### config.mk
export PLATFORM = sky130hd
export DESIGN_NAME = program_loader_flat
export DESIGN_NICKNAME = d
export VERILOG_FILES = /design/src/rtl/program_loader_if.sv /design/src/rtl/program_loader.sv /design/src/flat_wrapper.sv
export SDC_FILE = /design/constraint.sdc
export NUM_CORES = 1
export LEC_CHECK = 0
export CAP_MARGIN = 20
export CORE_MARGIN = 5
export CORE_UTILIZATION = 50
export CTS_CLUSTER_DIAMETER = 150
export DETAILED_ROUTE_END_ITERATION = 12
export PLACE_DENSITY = 0.75
export SETUP_SLACK_MARGIN = 0.2
export SLEW_MARGIN = 30
export SYNTH_ARGS = -nofsm -noshare
export SYNTH_HDL_FRONTEND = slang
export SYNTH_SLANG_ARGS = --single-unit
export TNS_END_PERCENT = 5
### constraint.sdc
create_clock -name CLK -period 3.2 [get_ports CLK]
set_input_delay 0.48 -clock CLK [delete_from_list [all_inputs] [get_ports CLK]]
set_output_delay 0.48 -clock CLK [all_outputs]
set_load 0.02 [all_outputs]
### src/rtl/program_loader_if.sv
// program_loader_if: byte-receive, start and program-memory write bundle.
// The loader uses the slave modport; a driver or bench uses master.
interface program_loader_if;
  logic        I_START;
  logic [7:0]  I_RX_DATA;
  logic        I_RX_VALID;
  logic        O_MIPS_WrPM;
  logic [31:0] O_MIPS_WrDataPM;
  logic [31:0] O_MIPS_WrDataPMAddr;
  logic        O_LOADING;
  logic        O_LOAD_DONE;
  logic        O_LOAD_ERR;

  modport master (
    output I_START,
    output I_RX_DATA,
    output I_RX_VALID,
    input  O_MIPS_WrPM,
    input  O_MIPS_WrDataPM,
    input  O_MIPS_WrDataPMAddr,
    input  O_LOADING,
    input  O_LOAD_DONE,
    input  O_LOAD_ERR
  );

  modport slave (
    input  I_START,
    input  I_RX_DATA,
    input  I_RX_VALID,
    output O_MIPS_WrPM,
    output O_MIPS_WrDataPM,
    output O_MIPS_WrDataPMAddr,
    output O_LOADING,
    output O_LOAD_DONE,
    output O_LOAD_ERR
  );
endinterface

### src/rtl/program_loader.sv
// program_loader: packs serial bytes big-endian into program-memory words.
// Define LOADER_CHECKSUM_EN to add the trailing XOR checksum byte check.
module program_loader #(
  parameter int          PM_DEPTH  = 32,
  parameter logic [31:0] HALT_WORD = 32'hFFFFFFFF
) (
  input  logic             CLK,
  input  logic             RESET,
  program_loader_if.slave  bus
);

  typedef enum logic [1:0] {
    S_IDLE,
    S_LOAD,
    S_CHECK,
    S_DONE
  } state_t;

  state_t      r_state;
  state_t      w_next;

  logic [23:0] r_asm;
  logic [1:0]  r_bcnt;
  logic [31:0] r_idx;
  logic        r_wr;
  logic [31:0] r_wdata;
  logic [31:0] r_waddr;
  logic        r_err;

  logic        w_clear;
  logic        w_accept;
  logic        w_fire;
  logic        w_err_set;
  logic [31:0] w_word;
  logic        w_last_slot;

`ifdef LOADER_CHECKSUM_EN
  logic [7:0]  r_csum;
`endif

  assign w_word      = {r_asm, bus.I_RX_DATA};
  assign w_last_slot = (r_idx == 32'(PM_DEPTH - 1));

  always_ff @(posedge CLK) begin
    if (RESET) begin
      r_state <= S_IDLE;
    end else begin
      r_state <= w_next;
    end
  end

  always_comb begin
    w_next    = r_state;
    w_clear   = 1'b0;
    w_accept  = 1'b0;
    w_fire    = 1'b0;
    w_err_set = 1'b0;
    unique case (r_state)
      S_IDLE, S_DONE: begin
        if (bus.I_START) begin
          w_next  = S_LOAD;
          w_clear = 1'b1;
        end
      end
      S_LOAD: begin
        if (bus.I_RX_VALID) begin
          w_accept = 1'b1;
          if (r_bcnt == 2'd3) begin
            w_fire = 1'b1;
            if (w_word == HALT_WORD) begin
`ifdef LOADER_CHECKSUM_EN
              w_next = S_CHECK;
`else
              w_next = S_DONE;
`endif
            end else if (w_last_slot) begin
              // memory full without a halt word
              w_next    = S_DONE;
              w_err_set = 1'b1;
            end
          end
        end
      end
      S_CHECK: begin
`ifdef LOADER_CHECKSUM_EN
        if (bus.I_RX_VALID) begin
          w_next = S_DONE;
          if (bus.I_RX_DATA != r_csum) begin
            w_err_set = 1'b1;
          end
        end
`else
        w_next = S_IDLE;
`endif
      end
    endcase
  end

  always_ff @(posedge CLK) begin
    if (RESET) begin
      r_asm   <= '0;
      r_bcnt  <= '0;
      r_idx   <= '0;
      r_wr    <= 1'b0;
      r_wdata <= '0;
      r_waddr <= '0;
      r_err   <= 1'b0;
    end else begin
      r_wr <= w_fire;
      if (w_clear) begin
        r_asm  <= '0;
        r_bcnt <= '0;
        r_idx  <= '0;
        r_err  <= 1'b0;
      end else begin
        if (w_accept) begin
          r_asm  <= {r_asm[15:0], bus.I_RX_DATA};
          r_bcnt <= r_bcnt + 2'd1;
        end
        if (w_fire) begin
          r_wdata <= w_word;
          r_waddr <= r_idx;
          r_idx   <= r_idx + 32'd1;
        end
        if (w_err_set) begin
          r_err <= 1'b1;
        end
      end
    end
  end

`ifdef LOADER_CHECKSUM_EN
  always_ff @(posedge CLK) begin
    if (RESET) begin
      r_csum <= '0;
    end else if (w_clear) begin
      r_csum <= '0;
    end else if (w_accept) begin
      r_csum <= r_csum ^ bus.I_RX_DATA;
    end
  end
`endif

  assign bus.O_MIPS_WrPM         = r_wr;
  assign bus.O_MIPS_WrDataPM     = r_wdata;
  assign bus.O_MIPS_WrDataPMAddr = r_waddr;
  assign bus.O_LOADING           = (r_state == S_LOAD) ||
                                   (r_state == S_CHECK);
  assign bus.O_LOAD_DONE         = (r_state == S_DONE);
  assign bus.O_LOAD_ERR          = r_err;

endmodule

### src/flat_wrapper.sv
// flat-port wrapper written by rule: the top's interface ports become plain ports
module program_loader_flat 
#(
  parameter int          PM_DEPTH  = 32,
  parameter logic [31:0] HALT_WORD = 32'hFFFFFFFF
)
  (CLK, RESET, bus_I_START, bus_I_RX_DATA, bus_I_RX_VALID, bus_O_MIPS_WrPM, bus_O_MIPS_WrDataPM, bus_O_MIPS_WrDataPMAddr, bus_O_LOADING, bus_O_LOAD_DONE, bus_O_LOAD_ERR);
  program_loader_if bus_i ();
  input  logic CLK;
  input  logic RESET;
  input wire logic [$bits(bus_i.I_START)-1:0] bus_I_START;
  input wire logic [$bits(bus_i.I_RX_DATA)-1:0] bus_I_RX_DATA;
  input wire logic [$bits(bus_i.I_RX_VALID)-1:0] bus_I_RX_VALID;
  output wire logic [$bits(bus_i.O_MIPS_WrPM)-1:0] bus_O_MIPS_WrPM;
  output wire logic [$bits(bus_i.O_MIPS_WrDataPM)-1:0] bus_O_MIPS_WrDataPM;
  output wire logic [$bits(bus_i.O_MIPS_WrDataPMAddr)-1:0] bus_O_MIPS_WrDataPMAddr;
  output wire logic [$bits(bus_i.O_LOADING)-1:0] bus_O_LOADING;
  output wire logic [$bits(bus_i.O_LOAD_DONE)-1:0] bus_O_LOAD_DONE;
  output wire logic [$bits(bus_i.O_LOAD_ERR)-1:0] bus_O_LOAD_ERR;
  assign bus_i.I_START = bus_I_START;
  assign bus_i.I_RX_DATA = bus_I_RX_DATA;
  assign bus_i.I_RX_VALID = bus_I_RX_VALID;
  assign bus_O_MIPS_WrPM = bus_i.O_MIPS_WrPM;
  assign bus_O_MIPS_WrDataPM = bus_i.O_MIPS_WrDataPM;
  assign bus_O_MIPS_WrDataPMAddr = bus_i.O_MIPS_WrDataPMAddr;
  assign bus_O_LOADING = bus_i.O_LOADING;
  assign bus_O_LOAD_DONE = bus_i.O_LOAD_DONE;
  assign bus_O_LOAD_ERR = bus_i.O_LOAD_ERR;
  program_loader #(.PM_DEPTH(PM_DEPTH), .HALT_WORD(HALT_WORD)) u_core (.CLK(CLK), .RESET(RESET), .bus(bus_i));
endmodule
# Word-level counts from Yosys, hierarchy flattened
# Cells that the tools add are included.
# word_totals
regBits,126
inputBits,12
wordCells,45
output_inout_bits,68
# classes
n_bitwise,1
mux,18
eq_ne,10
n_reduce_logical,6
add_sub_neg,2
# op_table
op,count
$add A32 B1 Y32 const B,1
$eq A32 B32 Y1 const B,1
$eq A32 B5 Y1 const B,1
$mux W1,12
$mux W2,5
$eq A2 B2 Y1 const B,3
$pmux W2 S3,1
$ne A2 B2 Y1 const B,2
$reduce_and A4 Y1,1
$reduce_or A2 Y1,2
$ne A3 B1 Y1 const B,1
$add A2 B1 Y2 const B,1
$eq A2 B1 Y1 const B,1
$logic_not A2 Y1,1
$ne A2 B1 Y1 const B,1
$reduce_and A2 Y1,1
$logic_or A1 B1 Y1,1
$not A1 Y1,1

# Longest topological paths before layout
# logic_depth
ltp_word,6
ltp_mapped,9
mapped_depth_nobuf,7

# Worst setup path before layout
# OpenSTA, ideal clock, no wires.
# synth_path
kind,register to register
start,reg u_core.r_bcnt[0]
end,reg u_core.r_idx[19]
required_ns,3.130
arrival_time_ns,1.770
setup_ns,0.070
path_slack_ns,1.359
period_less_slack_ns,1.841
path_stages_with_launch,7
path_buffers,1
cell_sequence,dfxtp_1 -> ha_1 -> nand4_1 -> or4_4 -> buf_6 -> or3_1 -> a21oi_1
# synth_between
elab_chain_cells,4
# synth_lines
element,line,rtl
from (decl),program_loader.sv:23,logic [1:0] r_bcnt;
from (signal assigned),program_loader.sv:118,r_bcnt <= r_bcnt + 2'd1;
$eq A2 B2 Y1,program_loader.sv:68,if (r_bcnt == 2'd3) begin
$mux W1,program_loader.sv:68,
$mux W1,program_loader.sv:66,if (bus.I_RX_VALID) begin
$mux W1,program_loader.sv:58,unique case (r_state)
to (signal assigned),program_loader.sv:123,r_idx <= r_idx + 32'd1;
to (decl),program_loader.sv:24,logic [31:0] r_idx;
# Every way passes these cells.
# A chain may end at the register's enable or synchronous reset.

# Worst setup path in the final report
# layout_path
start,reg u_core.r_state[0]
end,out bus_O_LOADING
# layout_between
elab_chain_cells,2
word_cells_on_any_way,3
cone_classes,eq/ne: 2; reduce/logical: 1
# layout_lines
element,line,rtl
from (decl),program_loader.sv:19,state_t r_state;
from (signal assigned),program_loader.sv:48,r_state <= w_next;
$eq A2 B1 Y1 or $eq A2 B2 Y1 (tied branches),"program_loader.sv:147, program_loader.sv:148",
$logic_or A1 B1 Y1 (*),program_loader.sv:147,assign bus.O_LOADING = (r_state == S_LOAD) ||
to (decl),flat_wrapper.sv:17,output wire logic [$bits(bus_i.O_LOADING)-1:0] bus_O_LOADING;
# Mark *: on every way between the ends. The rest lies on a longest branch, timed or not.

==> metrics.cfg <==
[outcome]
status=complete, no violations

[placed_design]
dpl.cell_count=795
dp_slack_ns=0.685
place_congestion=0.828
port_buffers=79
hpwl_um=7950

[sta]
worstMarginPinSlew_ns=0.963
rsz0062_at_grt=false
timing.final.ws_setup_ns=0.669
fin_crit_sh=0.791
clock_skew_ns=0.0107
min_period_ns=2.53
timing.hold.ws_ns=0.454
drv_slew=0
slew_headroom=0.352
setup-tns-final_ns=0
fmax_mhz=395
setup_viol=0
hold_viol_final=0

[synth]
synth_edf_count=0
postSynth.asyncResetShare=0
synthTopCellsByCount=nand2_1 (192), dfxtp_1 (126), a21oi_1 (93), nor2_1 (40), clkbuf_1 (29)
yosysWarnings=0
synth_area_leaders=dfxtp_1 (51%), nand2_1 (15%), a21oi_1 (9.5%)
synth.avg_cell_area_um2=8.05
ys_ff_latch=126
yosys.area.top_type_share=0.513
synthDistinctLibCells=34
yosysSeqAreaShare=0.513
synth_most_common_cell=nand2_1
syn_inst=611
synth_ff_type=dfxtp_1
syn-num-nets=628
netlist_area_um2=4920
yosys.area.top_type=dfxtp_1

[global_routing]
antenna_found_initial=0
grt_max_degree=69
grt.total_usage=0.213
grt_pass1_vias=4251
grt_pass1_wl_um=20100
grt_remaining_overflow=0

[final_layout]
final_util=0.658
syn2layout_area_growth_pct=29.5
antenna_cells=0
layout.nets=698
drive_gt1_frac=0.0666
fin_cells=824
fill_cells=809

[setup_path]
endpoint_kind=output port
critPathMaxFanout=5
arrival_ns=2.05
cp_common_cell=inv_1
crit_type=reg2out
cp_slowest_cell=clkdlybuf4s50_1
start_kind=register
critPathMaxStageDelay_ns=0.60
worstPathCellList=inv_1, ha_1, inv_1, clkdlybuf4s50_1
required_ns=2.72

[clock_network]
cts_root_buf=clkbuf_8
cts_hold_buf=0
post-cts-setup-buffer-count=0
cts.sinks=126
cts_resized=0
cts_tree=built
cts.path.max_buffers=2
clkSlewWorstSetupHoldPaths_ns=0.06
cts_buffers=17
clk_latency_ns=0.52
ctsHtreeMaxLevel=4

[route]
drtPass1Iterations=4
drt_iter0_drc=196
drt-total-wl_um=11900
wire_per_inst_um=14.4
drc=0
vias=4301
viasPerCell=5.22
antenna_left=0

[floorplan]
io_pins=80
core_um2=9680
dieHeight_um=109
start_util=0.508
die_w_um=109
fp-row-count=36
dieArea_um2=11900

[job]
drv_cap=0

[power]
p_leak_nw=2.06
powerDensity_nw_per_um2=586
peakVddDrop_mv=0.435

[worst_hold_path]
hp-class=reg2reg

==> per-layer routing <==
layer	vias up	global-route usage	wire length (µm)
met5	-	0	0
met1	2007	0.248	5050
li1	2167	-	-
met3	20	0.0663	571
met2	107	0.368	6040
met4	0	0.0801	196
==> state kept, by name, summed over array words and instances, names as in the netlist <==
name / cells
u_core.bus.O_LOAD_ERR: 1
u_core.bus.O_MIPS_WrDataPMAddr: 32
u_core.bus.O_MIPS_WrPM: 1
u_core.r_idx: 32
u_core.bus.O_MIPS_WrDataPM: 32
u_core.r_bcnt: 2
u_core.r_state: 2
u_core.r_asm: 24
==> cells in the final DEF, fill, tap and decap left out, types with 2 or more instances in the layout <==
cell type	count
a21oi_1	92
and2_1	6
and4_1	7
buf_4	8
bufinv_16	3
clkbuf_1	2
clkbuf_16	16
clkbuf_8	4
clkdlybuf4s50_1	78
clkinv_2	3
dfxtp_1	126
ha_1	5
inv_1	7
nand2_1	192
nand3_1	13
nand4_1	17
nor2_1	40
nor3_1	7
nor3_2	5
nor4_1	8
nor4b_1	2
o21ai_0	2
xnor2_1	16
xor2_1	15
==> kinds of logic (layout without fill, tap and decap cells) <==
family                   Yosys count  after routing  share of synthesized area
AND/OR/NAND/NOR                  306            306                      0.279
flip-flops                       126            126                      0.513
AO/OA/AOI/OAI                    100            100                      0.105
buffers and inverters             43            123                     0.0354
XOR/XNOR                          31             31                     0.0552
adder cells (fa/ha/maj)            5              5                     0.0127
==> path summary, 6_finish.rpt <==
check	startpoint	to	slack, ns	cells after the start
max reg2reg	u_core.r_idx[9]	u_core.r_idx[26]	0.94	5
min reg2reg	u_core.bus.O_MIPS_WrDataPMAddr[20]	u_core.bus.O_MIPS_WrDataPMAddr[20]	0.45	2
min	u_core.bus.O_MIPS_WrDataPMAddr[20]	u_core.bus.O_MIPS_WrDataPMAddr[20]	0.45	2
max	u_core.r_state[0]	bus_O_LOADING	0.67	4
==> stage by stage <==
stage | power (mW) | instance area [µm²]
after floorplan | 1.81 | 4920
after global placement | 1.89 | 5790
after detailed placement | 1.89 | 5790
after CTS | 3.75 | 6370
after global routing | 3.86 | 6370
final | 3.73 | 6370
==> report_power, final <==
group / internal, mW / leakage (nW) / switching (mW) / total (mW)
registers: 1.59 / 1.02 / 0.0226 / 1.61
logic: 0.0724 / 0.758 / 0.175 / 0.248
clock network: 1.23 / 0.283 / 0.641 / 1.87
==> critical path: cells and delay by family (launching register included) <==
| family | cells | cell delay (ns) |
|---|---|---|
| buffers and inverters | 3 | 0.76 |
| adder cells (fa/ha/maj) | 1 | 0.40 |
| flip-flops | 1 | 0.38 |
==> layout make-up <==
class | instances | area [µm²] | area share
flip-flops and latches | 126 | 2520 | 0.396
multi-input cells | 442 | 2230 | 0.351
repair buffers | 87 | 846 | 0.133
clock buffers | 22 | 463 | 0.0727
well taps | 133 | 166 | 0.0261
clock inverters | 7 | 113 | 0.0177
inverters | 7 | 26.3 | 0.00412
(Power assumes the default switching activity.)
